### config.mk
export PLATFORM = sky130hd
export DESIGN_NAME = dram_word_port
export DESIGN_NICKNAME = d
export VERILOG_FILES = /design/src/rtl/dram_word_port.sv
export SDC_FILE = /design/constraint.sdc
export NUM_CORES = 1
export LEC_CHECK = 0
export BUFFER_PORTS_ARGS = -buffer_cell sky130_fd_sc_hd__buf_2
export CAP_MARGIN = 25
export CORE_MARGIN = 8
export CORE_UTILIZATION = 40
export CTS_BUF_LIST = sky130_fd_sc_hd__clkbuf_4 sky130_fd_sc_hd__clkbuf_8
export DETAILED_ROUTE_END_ITERATION = 7
export GPL_TIMING_DRIVEN = 1
export HOLD_SLACK_MARGIN = 0.15
export SLEW_MARGIN = 25
export SYNTH_ARGS = -nofsm -noshare
export SYNTH_HDL_FRONTEND = slang
export SYNTH_SLANG_ARGS = --single-unit
### constraint.sdc
create_clock -name clk -period 4.2 [get_ports clk]
set_input_delay 0 -clock clk [delete_from_list [all_inputs] [get_ports clk]]
set_output_delay 0 -clock clk [all_outputs]
set_load 0.01 [all_outputs]
### src/rtl/dram_word_port.sv
// dram_word_port: 32-bit CPU word port onto a 128-bit DRAM line channel.
// One line buffer serves read hits; writes merge into the line (RMW when the
// line is not buffered) and are always written through as a full line.
module dram_word_port #(
    parameter int ADDR_W  = 25,
    parameter bit USE_BUF = 1'b1
) (
    input  logic              clk,
    input  logic              sys_rst_i,
    input  logic              req_valid,
    output logic              req_ready,
    input  logic              req_we,
    input  logic [ADDR_W-1:0] req_addr,
    input  logic [3:0]        req_be,
    input  logic [31:0]       req_wdata,
    output logic              resp_valid,
    output logic [31:0]       resp_rdata,
    output logic              dram_req_en,
    input  logic              dram_req_rdy,
    output logic [26:0]       dram_req_addr,
    output logic [127:0]      dram_req_data,
    output logic              dram_req_cmd,
    input  logic              dram_rsp_en,
    input  logic [127:0]      dram_rsp_data,
    output logic              err_rsp
);

    localparam int LINE_W = ADDR_W - 2;

    localparam logic [2:0] IDLE    = 3'd0;
    localparam logic [2:0] RD_REQ  = 3'd1;
    localparam logic [2:0] RD_WAIT = 3'd2;
    localparam logic [2:0] WR_REQ  = 3'd3;
    localparam logic [2:0] RESP    = 3'd4;

    logic [2:0]        r_state;
    logic              r_we;
    logic [ADDR_W-1:0] r_addr;
    logic [3:0]        r_be;
    logic [31:0]       r_wdata;
    logic [127:0]      r_buf;
    logic [LINE_W-1:0] r_buf_line;
    logic              r_buf_valid;
    logic              r_err;
    logic              r_resp_valid;
    logic [31:0]       r_resp_rdata;
    logic              r_dreq_en;
    logic [26:0]       r_dreq_addr;
    logic [127:0]      r_dreq_data;
    logic              r_dreq_cmd;

    logic [LINE_W-1:0] w_req_line;
    logic [26:0]       w_req_laddr;
    logic              w_hit;
    logic [127:0]      w_hit_merge;
    logic [127:0]      w_fill_merge;

    // Overlay the enabled bytes of wd onto word widx of a line.
    function automatic logic [127:0] merge_line(input logic [127:0] line,
                                                input logic [1:0]   widx,
                                                input logic [3:0]   be,
                                                input logic [31:0]  wd);
        logic [127:0] m;
        m = line;
        for (int b = 0; b < 4; b++) begin
            if (be[b]) m[int'(widx)*32 + b*8 +: 8] = wd[b*8 +: 8];
        end
        return m;
    endfunction

    function automatic logic [31:0] get_word(input logic [127:0] line,
                                             input logic [1:0]   widx);
        return line[int'(widx)*32 +: 32];
    endfunction

    assign w_req_line   = req_addr[ADDR_W-1:2];
    assign w_req_laddr  = 27'({w_req_line, 3'b000});
    assign w_hit        = USE_BUF && r_buf_valid && (r_buf_line == w_req_line);
    // Write hit merges the incoming word into the buffered line.
    assign w_hit_merge  = merge_line(r_buf, req_addr[1:0], req_be, req_wdata);
    // Write miss merges the latched word into the freshly fetched line.
    assign w_fill_merge = merge_line(dram_rsp_data, r_addr[1:0], r_be, r_wdata);

    assign req_ready     = (r_state == IDLE);
    assign resp_valid    = r_resp_valid;
    assign resp_rdata    = r_resp_rdata;
    assign dram_req_en   = r_dreq_en;
    assign dram_req_addr = r_dreq_addr;
    assign dram_req_data = r_dreq_data;
    assign dram_req_cmd  = r_dreq_cmd;
    assign err_rsp       = r_err;

    // Sticky error: a line response arriving when none is outstanding.
    always_ff @(posedge clk or negedge sys_rst_i) begin
        if (!sys_rst_i)                              r_err <= 1'b0;
        else if (dram_rsp_en && r_state != RD_WAIT)  r_err <= 1'b1;
    end

    // Main control FSM; one DRAM request in flight, responses are in order.
    always_ff @(posedge clk or negedge sys_rst_i) begin
        if (!sys_rst_i) begin
            r_state      <= IDLE;
            r_we         <= 1'b0;
            r_addr       <= '0;
            r_be         <= '0;
            r_wdata      <= '0;
            r_buf        <= '0;
            r_buf_line   <= '0;
            r_buf_valid  <= 1'b0;
            r_resp_valid <= 1'b0;
            r_resp_rdata <= '0;
            r_dreq_en    <= 1'b0;
            r_dreq_addr  <= '0;
            r_dreq_data  <= '0;
            r_dreq_cmd   <= 1'b0;
        end else begin
            r_resp_valid <= 1'b0;
            r_resp_rdata <= '0;
            case (r_state)
                IDLE: begin
                    if (req_valid) begin
                        r_we    <= req_we;
                        r_addr  <= req_addr;
                        r_be    <= req_be;
                        r_wdata <= req_wdata;
                        if (w_hit && !req_we) begin
                            r_state <= RESP;
                        end else if (w_hit) begin
                            r_buf       <= w_hit_merge;
                            r_dreq_data <= w_hit_merge;
                            r_dreq_addr <= w_req_laddr;
                            r_dreq_cmd  <= 1'b0;
                            r_dreq_en   <= 1'b1;
                            r_state     <= WR_REQ;
                        end else begin
                            r_dreq_addr <= w_req_laddr;
                            r_dreq_cmd  <= 1'b1;
                            r_dreq_en   <= 1'b1;
                            r_state     <= RD_REQ;
                        end
                    end
                end
                RD_REQ: begin
                    if (dram_req_rdy) begin
                        r_dreq_en <= 1'b0;
                        r_state   <= RD_WAIT;
                    end
                end
                RD_WAIT: begin
                    if (dram_rsp_en) begin
                        r_buf_line  <= r_addr[ADDR_W-1:2];
                        r_buf_valid <= USE_BUF;
                        if (!r_we) begin
                            r_buf   <= dram_rsp_data;
                            r_state <= RESP;
                        end else begin
                            // Request address is still the fetched line.
                            r_buf       <= w_fill_merge;
                            r_dreq_data <= w_fill_merge;
                            r_dreq_cmd  <= 1'b0;
                            r_dreq_en   <= 1'b1;
                            r_state     <= WR_REQ;
                        end
                    end
                end
                WR_REQ: begin
                    if (dram_req_rdy) begin
                        r_dreq_en <= 1'b0;
                        r_state   <= RESP;
                    end
                end
                RESP: begin
                    r_resp_valid <= 1'b1;
                    r_resp_rdata <= r_we ? 32'h0 : get_word(r_buf, r_addr[1:0]);
                    r_state      <= IDLE;
                end
                default: r_state <= IDLE;
            endcase
        end
    end

endmodule

==> qor.txt, run 1 <==
status -> finished clean
Post-Place Worst Slack -> 1170 ps
start of the worst register-to-register path -> r_state[0]
root buf cell -> clkbuf_8
Die H -> 256 µm
Worst R2R End -> r_buf[106]
core box area -> 57400 µm²
setup ws final -> 844 ps
1st-pass router iterations -> 7
largest net degree at the start of global routing -> 164
ANT nets after route -> 0
Post-Route Setup TNS -> 0 ps
Avg Vias per Cell -> 6.08
mapped cell area -> 23100 µm²
Syn Inst Count -> 2116
die width -> 256 µm
Util after Layout -> 0.513
vias in the first global route -> 21655
depth of the CTS H-tree -> 3
Async SR Flop Fraction -> 1.00
crit share post-route -> 0.799
HPWL after DPL -> 59500 µm
Clock Skew -> 35.4 ps
DRC marker count from the first detailed-route iteration -> 2196
register area share after synthesis -> 0.438
Worst Path Class, Setup -> flip-flop to flip-flop
Worst-Skew Late Latency -> 660 ps
worst reg2reg path depth -> 6
max-slew violation count -> 0
critical path endpoint category -> flip-flop
Slew headroom -> 0.282
Die ar. -> 65700 µm²
highest clock rate -> 298 MHz
area grow syn2layout -> 27.4%
Synth Register Bits -> 404
post-synth top area cell -> dfrtp_1
Peak VDD IR -> 0.392 mV
post-synth top area share -> 0.438
GRT Resource Usage Total -> 0.264
I/O Buffers -> 382
number of flops mapped to enable cells by yosys -> 0
min Tclk post-route -> 3360 ps
Hold Vio Cnt, Final -> 0
Worst-path clk slew -> 60 ps
total CTS buffers -> 75
Hold Slack -> 224 ps
DR WL met3 -> 8070 µm
DR WL met2 -> 42100 µm
Post-layout nets -> 2865
global-route wire length before repair -> 136000 µm
final WL -> 90500 µm
CTS max path bufs -> 3
Yosys Warn Count -> 0
Required @ worst endpoint -> 4720 ps
DR DRC count -> 0
ys flop type -> dfrtp_1
top post-synthesis cells by area -> dfrtp_1 44%, mux2_2 13%, a31oi_1 6.6%, mux2_4 6.5%, nand3_1 3.4%
initial antenna violation count -> 10
fraction of layout instances using a drive strength above 1 -> 0.363
RSZ-0062 raised after global routing -> no
routed vias -> 21166
setup violators final -> 0
Power Dens Cells -> 707 nW/µm²
Worst setup startpoint -> r_state[0]
GRT Residual Overflow -> 0
most frequent cells in the layout -> 402 x dfrtp_1, 381 x buf_2, 270 x mux2_2
worst slew pin tran -> 1080 ps
Hold WC Path Type -> input port to flip-flop
LEAKAGE -> 14.1 nW
Max-cap violations -> 0
startpoint types -> flip-flop
# rows -> 88
Starting Density -> 0.402
top layer in use -> met5
Worst setup endpoint -> r_buf[106]
DR WL/cell -> 26.0 µm
IO Count -> 387
DRT met1 WL -> 36200 µm
clock sink count -> 404
worst-path fanout max -> 53
routability-driven placement congestion ratio -> 0.936
register-to-register setup slack -> 840 ps
Avg Inst Size Synth -> 10.9 µm²
Worst Path Arrival -> 3870 ps
CTS tree -> built
most common cell after layout, fill and taps aside -> dfrtp_1
Yosys cell types -> 57
## layer usage
| metal | track usage | vias up |
|---|---|---|
| met5 | 0 | - |
| met4 | 0.125 | 8 |
| met3 | 0.0630 | 249 |
| met2 | 0.418 | 1255 |
| met1 | 0.339 | 10538 |
| li1 | - | 9116 |
## area by class of cell
type / instances / area [µm²]
tap: 765 / 957
timing repair buffer: 665 / 4750
antenna: 7 / 17.5
fill: 5094 / 27900
clock inverter: 11 / 68.8
multi-input combinational: 1506 / 12000
clock buffer: 119 / 1510
inverter: 6 / 22.5
sequential: 404 / 10100
## synthesized netlist by cell type (all sizes together) (24+ instances only)
master / n
a31oi: 245
a22oi: 24
a221o: 32
nor2: 64
a21o: 73
nand2: 189
a221oi: 48
a21boi: 25
nand3: 157
clkbuf: 113
a21oi: 67
and3: 37
mux2: 370
dfrtp: 404
buf: 90
mux4: 32
## worst max-delay path, stage by stage, from the launching register on
cell	delay, ps
dfrtp_1	610
or3b_4	800
buf_4	340
a31oi_1	190
a221o_1	440
dlygate4sd3_1	560
mux2_2	260
## what timing repair did
| action | CTS | global route |
|---|---|---|
| buffers inserted | 0 | 0 |
| setup endpoints to repair | 0 | 0 |
| resized for setup | 0 | 0 |
| hold buffers | 238 | 0 |
| endpoints found under the hold margin | 715 | 0 |
## flip-flops by register name (all words and copies together), names as in the netlist
| register | count |
|---|---|
| err_rsp | 1 |
| dram_req_cmd | 1 |
| r_addr | 25 |
| r_buf | 128 |
| r_buf_line | 23 |
| r_we | 1 |
| r_be | 4 |
| resp_valid | 1 |
| dram_req_data | 128 |
| r_wdata | 32 |
| r_buf_valid | 1 |
| dram_req_en | 1 |
| resp_rdata | 32 |
| dram_req_addr | 23 |
| r_state | 3 |
## power breakdown
group / leakage [nW] / internal, mW / switching (mW)
Sequential: 5.14 / 5.50 / 1.66
Clock: 0.842 / 2.27 / 1.76
Combinational: 8.16 / 4.56 / 5.05
## worst min path at each step
stage | to | cells after the start | from | slack, ps
after detailed placement | dram_req_data[20] | 1 | sys_rst_i | 150
after floorplan | dram_req_addr[10] | 0 | sys_rst_i | -300
after global routing | r_wdata[3] | 3 | req_wdata[3] | 190
final | r_wdata[3] | 3 | req_wdata[3] | 220
after CTS | r_wdata[3] | 3 | req_wdata[3] | 150
after global placement | dram_req_data[20] | 1 | sys_rst_i | 150
## through the flow
step / cell area, µm² / cells / power, mW
floorplan: 23100 / 2119 / 13.1
global placement: 25400 / 3108 / 16.2
detailed placement: 25400 / 3108 / 16.4
CTS: 29400 / 3476 / 20.8
global route: 29400 / 3481 / 21.9
finish: 29400 / 3483 / 20.8
## kinds of logic (layout without fill, tap and decap cells)
group                    count (synthesis)  in the layout  share of synthesized area
AO/OA/AOI/OAI                          548            548                      0.164
AND/OR/NAND/NOR                        516            516                      0.108
flip-flops                             404            404                      0.438
multiplexers                           402            402                      0.228
buffers and inverters                  209            801                     0.0463
XOR/XNOR                                24             24                    0.00911
adder cells (fa/ha/maj)                 12             12                    0.00650
other                                    1             11                   0.000162
(Power assumes the default switching activity.)
==> run 2: changes to the inputs <==
==> constraint.sdc (replaced) <==
create_clock -name clk -period 2.7 [get_ports clk]
set_input_delay 0 -clock clk [delete_from_list [all_inputs] [get_ports clk]]
set_output_delay 0 -clock clk [all_outputs]
set_load 0.01 [all_outputs]
==> qor.txt, run 2 (synthesized netlist as in run 1, its figures left out) <==
status -> finished clean
area grow syn2layout -> 29.6%
Die ar. -> 65700 µm² (unchanged)
worst slew pin tran -> 1030 ps (-46.7 ps)
Post-layout nets -> 2900 (+1.2%)
startpoint types -> flip-flop
Clock Skew -> 38.9 ps (+3.53 ps)
I/O Buffers -> 382 (unchanged)
crit share post-route -> 0.965 (+0.166)
Starting Density -> 0.402 (unchanged)
clock sink count -> 404 (unchanged)
Power Total -> 32.8 mW (+58%)
Slowest-stage cell, CP -> nor4b_2
1st-pass router iterations -> 8 (+1)
most common cell after layout, fill and taps aside -> dfrtp_1
Hold WC Path Type -> input port to flip-flop
Final Instance Area -> 29900 µm² (+1.7%)
Hold Vio Cnt, Final -> 0 (unchanged)
ANT nets after route -> 0 (unchanged)
CP cell instances -> buf_4, nor4b_2, buf_12, mux2_2, dlygate4sd3_1
Power Dens Cells -> 1100 nW/µm² (+55%)
# rows -> 88 (unchanged)
Worst setup startpoint -> r_state[0]
GRT Resource Usage Total -> 0.258 (-0.00620)
Worst Path Arrival -> 3140 ps (-730 ps)
Peak VDD IR -> 0.699 mV (+78%)
DR WL/cell -> 25.1 µm (-3.4%)
CTS tree -> built
hold path depth -> 3 (unchanged)
DR DRC count -> 0 (unchanged)
top layer in use -> met5
worst-path fanout max -> 35 (-34%)
largest net degree at the start of global routing -> 98 (-40%)
CP peak stage delay -> 580 ps (-220 ps)
Max-cap violations -> 0 (unchanged)
Avg Vias per Cell -> 5.98 (-1.7%)
DRC marker count from the first detailed-route iteration -> 2170 (-1.2%)
Worst Path Class, Setup -> flip-flop to flip-flop
root buf cell -> clkbuf_8
routed vias -> 21053 (-0.53%)
min Tclk post-route -> 2610 ps (-750 ps)
Slew headroom -> 0.313 (+0.0311)
critical path endpoint category -> flip-flop
max-slew violation count -> 0 (unchanged)
start of the worst register-to-register path -> r_state[0]
setup violators final -> 0 (unchanged)
Post-DP Area -> 25900 µm² (+1.9%)
Worst-path clk slew -> 60 ps (about the same)
DRT met1 WL -> 35600 µm (-1.6%)
DR WL met3 -> 7490 µm (-7.2%)
Util after Layout -> 0.522 (+0.00894)
Worst Hold Launch -> req_wdata[11]
vias in the first global route -> 21748 (+0.43%)
depth of the CTS H-tree -> 3 (unchanged)
routability-driven placement congestion ratio -> 0.925 (-1.1%)
IO Count -> 387 (unchanged)
Post-Route Setup TNS -> 0 ps (unchanged)
Die H -> 256 µm (unchanged)
HPWL after DPL -> 60700 µm (+1.9%)
LEAKAGE -> 14.4 nW (+1.9%)
die width -> 256 µm (unchanged)
most frequent cells in the layout -> 402 x dfrtp_1, 381 x buf_2, 270 x mux2_2
highest clock rate -> 384 MHz (+29%)
core box area -> 57400 µm² (unchanged)
initial antenna violation count -> 8 (-2)
fraction of layout instances using a drive strength above 1 -> 0.378 (+0.0150)
global-route wire length before repair -> 134000 µm (-1.7%)
worst reg2reg path depth -> 5 (-1)
total CTS buffers -> 76 (+1.3%)
final WL -> 88400 µm (-2.3%)
RSZ-0062 raised after global routing -> no
CTS max path bufs -> 3 (unchanged)
DR WL met2 -> 41300 µm (-1.8%)
Required @ worst endpoint -> 3230 ps (-1490 ps)
Worst-Skew Late Latency -> 670 ps (about the same)
GRT Residual Overflow -> 0 (unchanged)
-- run 2: cell count changes in the layout (fill, tap and decap cells not counted), moves of 2 or more --
cell           change
clkbuf_4           -3
nor3_1             -3
clkinv_2           +4
diode_2            -3
buf_4             +33
buf_12            +13
nor3_2             +3
inv_8              +3
a31oi_2            -2
dlygate4sd3_1     -10
a31oi_1            +2
clkbuf_8           +3
-- run 2: report_power, final --
group | switching (mW) | internal (mW) | total [mW]
clock network | 2.84 | 3.74 | 6.58
logic | 7.95 | 7.31 | 15.3
registers | 2.41 | 8.56 | 11.0
total | 13.2 | 19.6 | 32.8
-- run 2: repair_timing --
action                                  CTS  global route
hold endpoints to repair                769             0
setup buffers                             0             3
endpoints found under the setup margin    0            19
gates resized for setup                   0             3
hold buffers                            228             0
-- run 2: final cells by class --
| type | count | area (µm²) |
|---|---|---|
| Antenna cell | 4 | 10.0 |
| Clock buffer | 119 | 1530 |
| Clock inverter | 20 | 176 |
| Fill cell | 5039 | 27400 |
| Inverter | 6 | 22.5 |
| Multi-Input combinational cell | 1506 | 12000 |
| Sequential cell | 404 | 10100 |
| Tap cell | 765 | 957 |
| Timing Repair Buffer | 699 | 5120 |
-- run 2: critical path: cells and delay by family, from the launching register on --
kind | cells | cell delay [ps]
buf+inv | 3 | 1090
flops | 1 | 440
simple gates | 1 | 580
mux | 1 | 370
-- run 2: final timing paths --
kind	slack, ps	endpoint
min in group asynchronous	530	dram_req_data[19]
max	90	r_addr[11]
min	200	r_wdata[11]
min reg2reg	460	err_rsp
max in group asynchronous	1290	dram_req_addr[13]
max reg2reg	90	r_addr[11]
-- run 2: layer usage --
layer,GRT usage,vias to the layer above
met3,0.0612,274
met2,0.414,1213
li1,-,9174
met5,0,-
met1,0.329,10386
met4,0.118,6
-- run 2: metrics by stage --
step | hold slack (ps) | setup slack (ps) | instances
2_1_floorplan | -296 | 244 | 2119
3_3_place_gp | 102 | 252 | 3150
3_5_place_dp | 113 | 130 | 3150
4_1_cts | 156 | 25.3 | 3517
5_1_grt | 188 | 3.42 | 3523
6_report | 203 | 94.4 | 3523
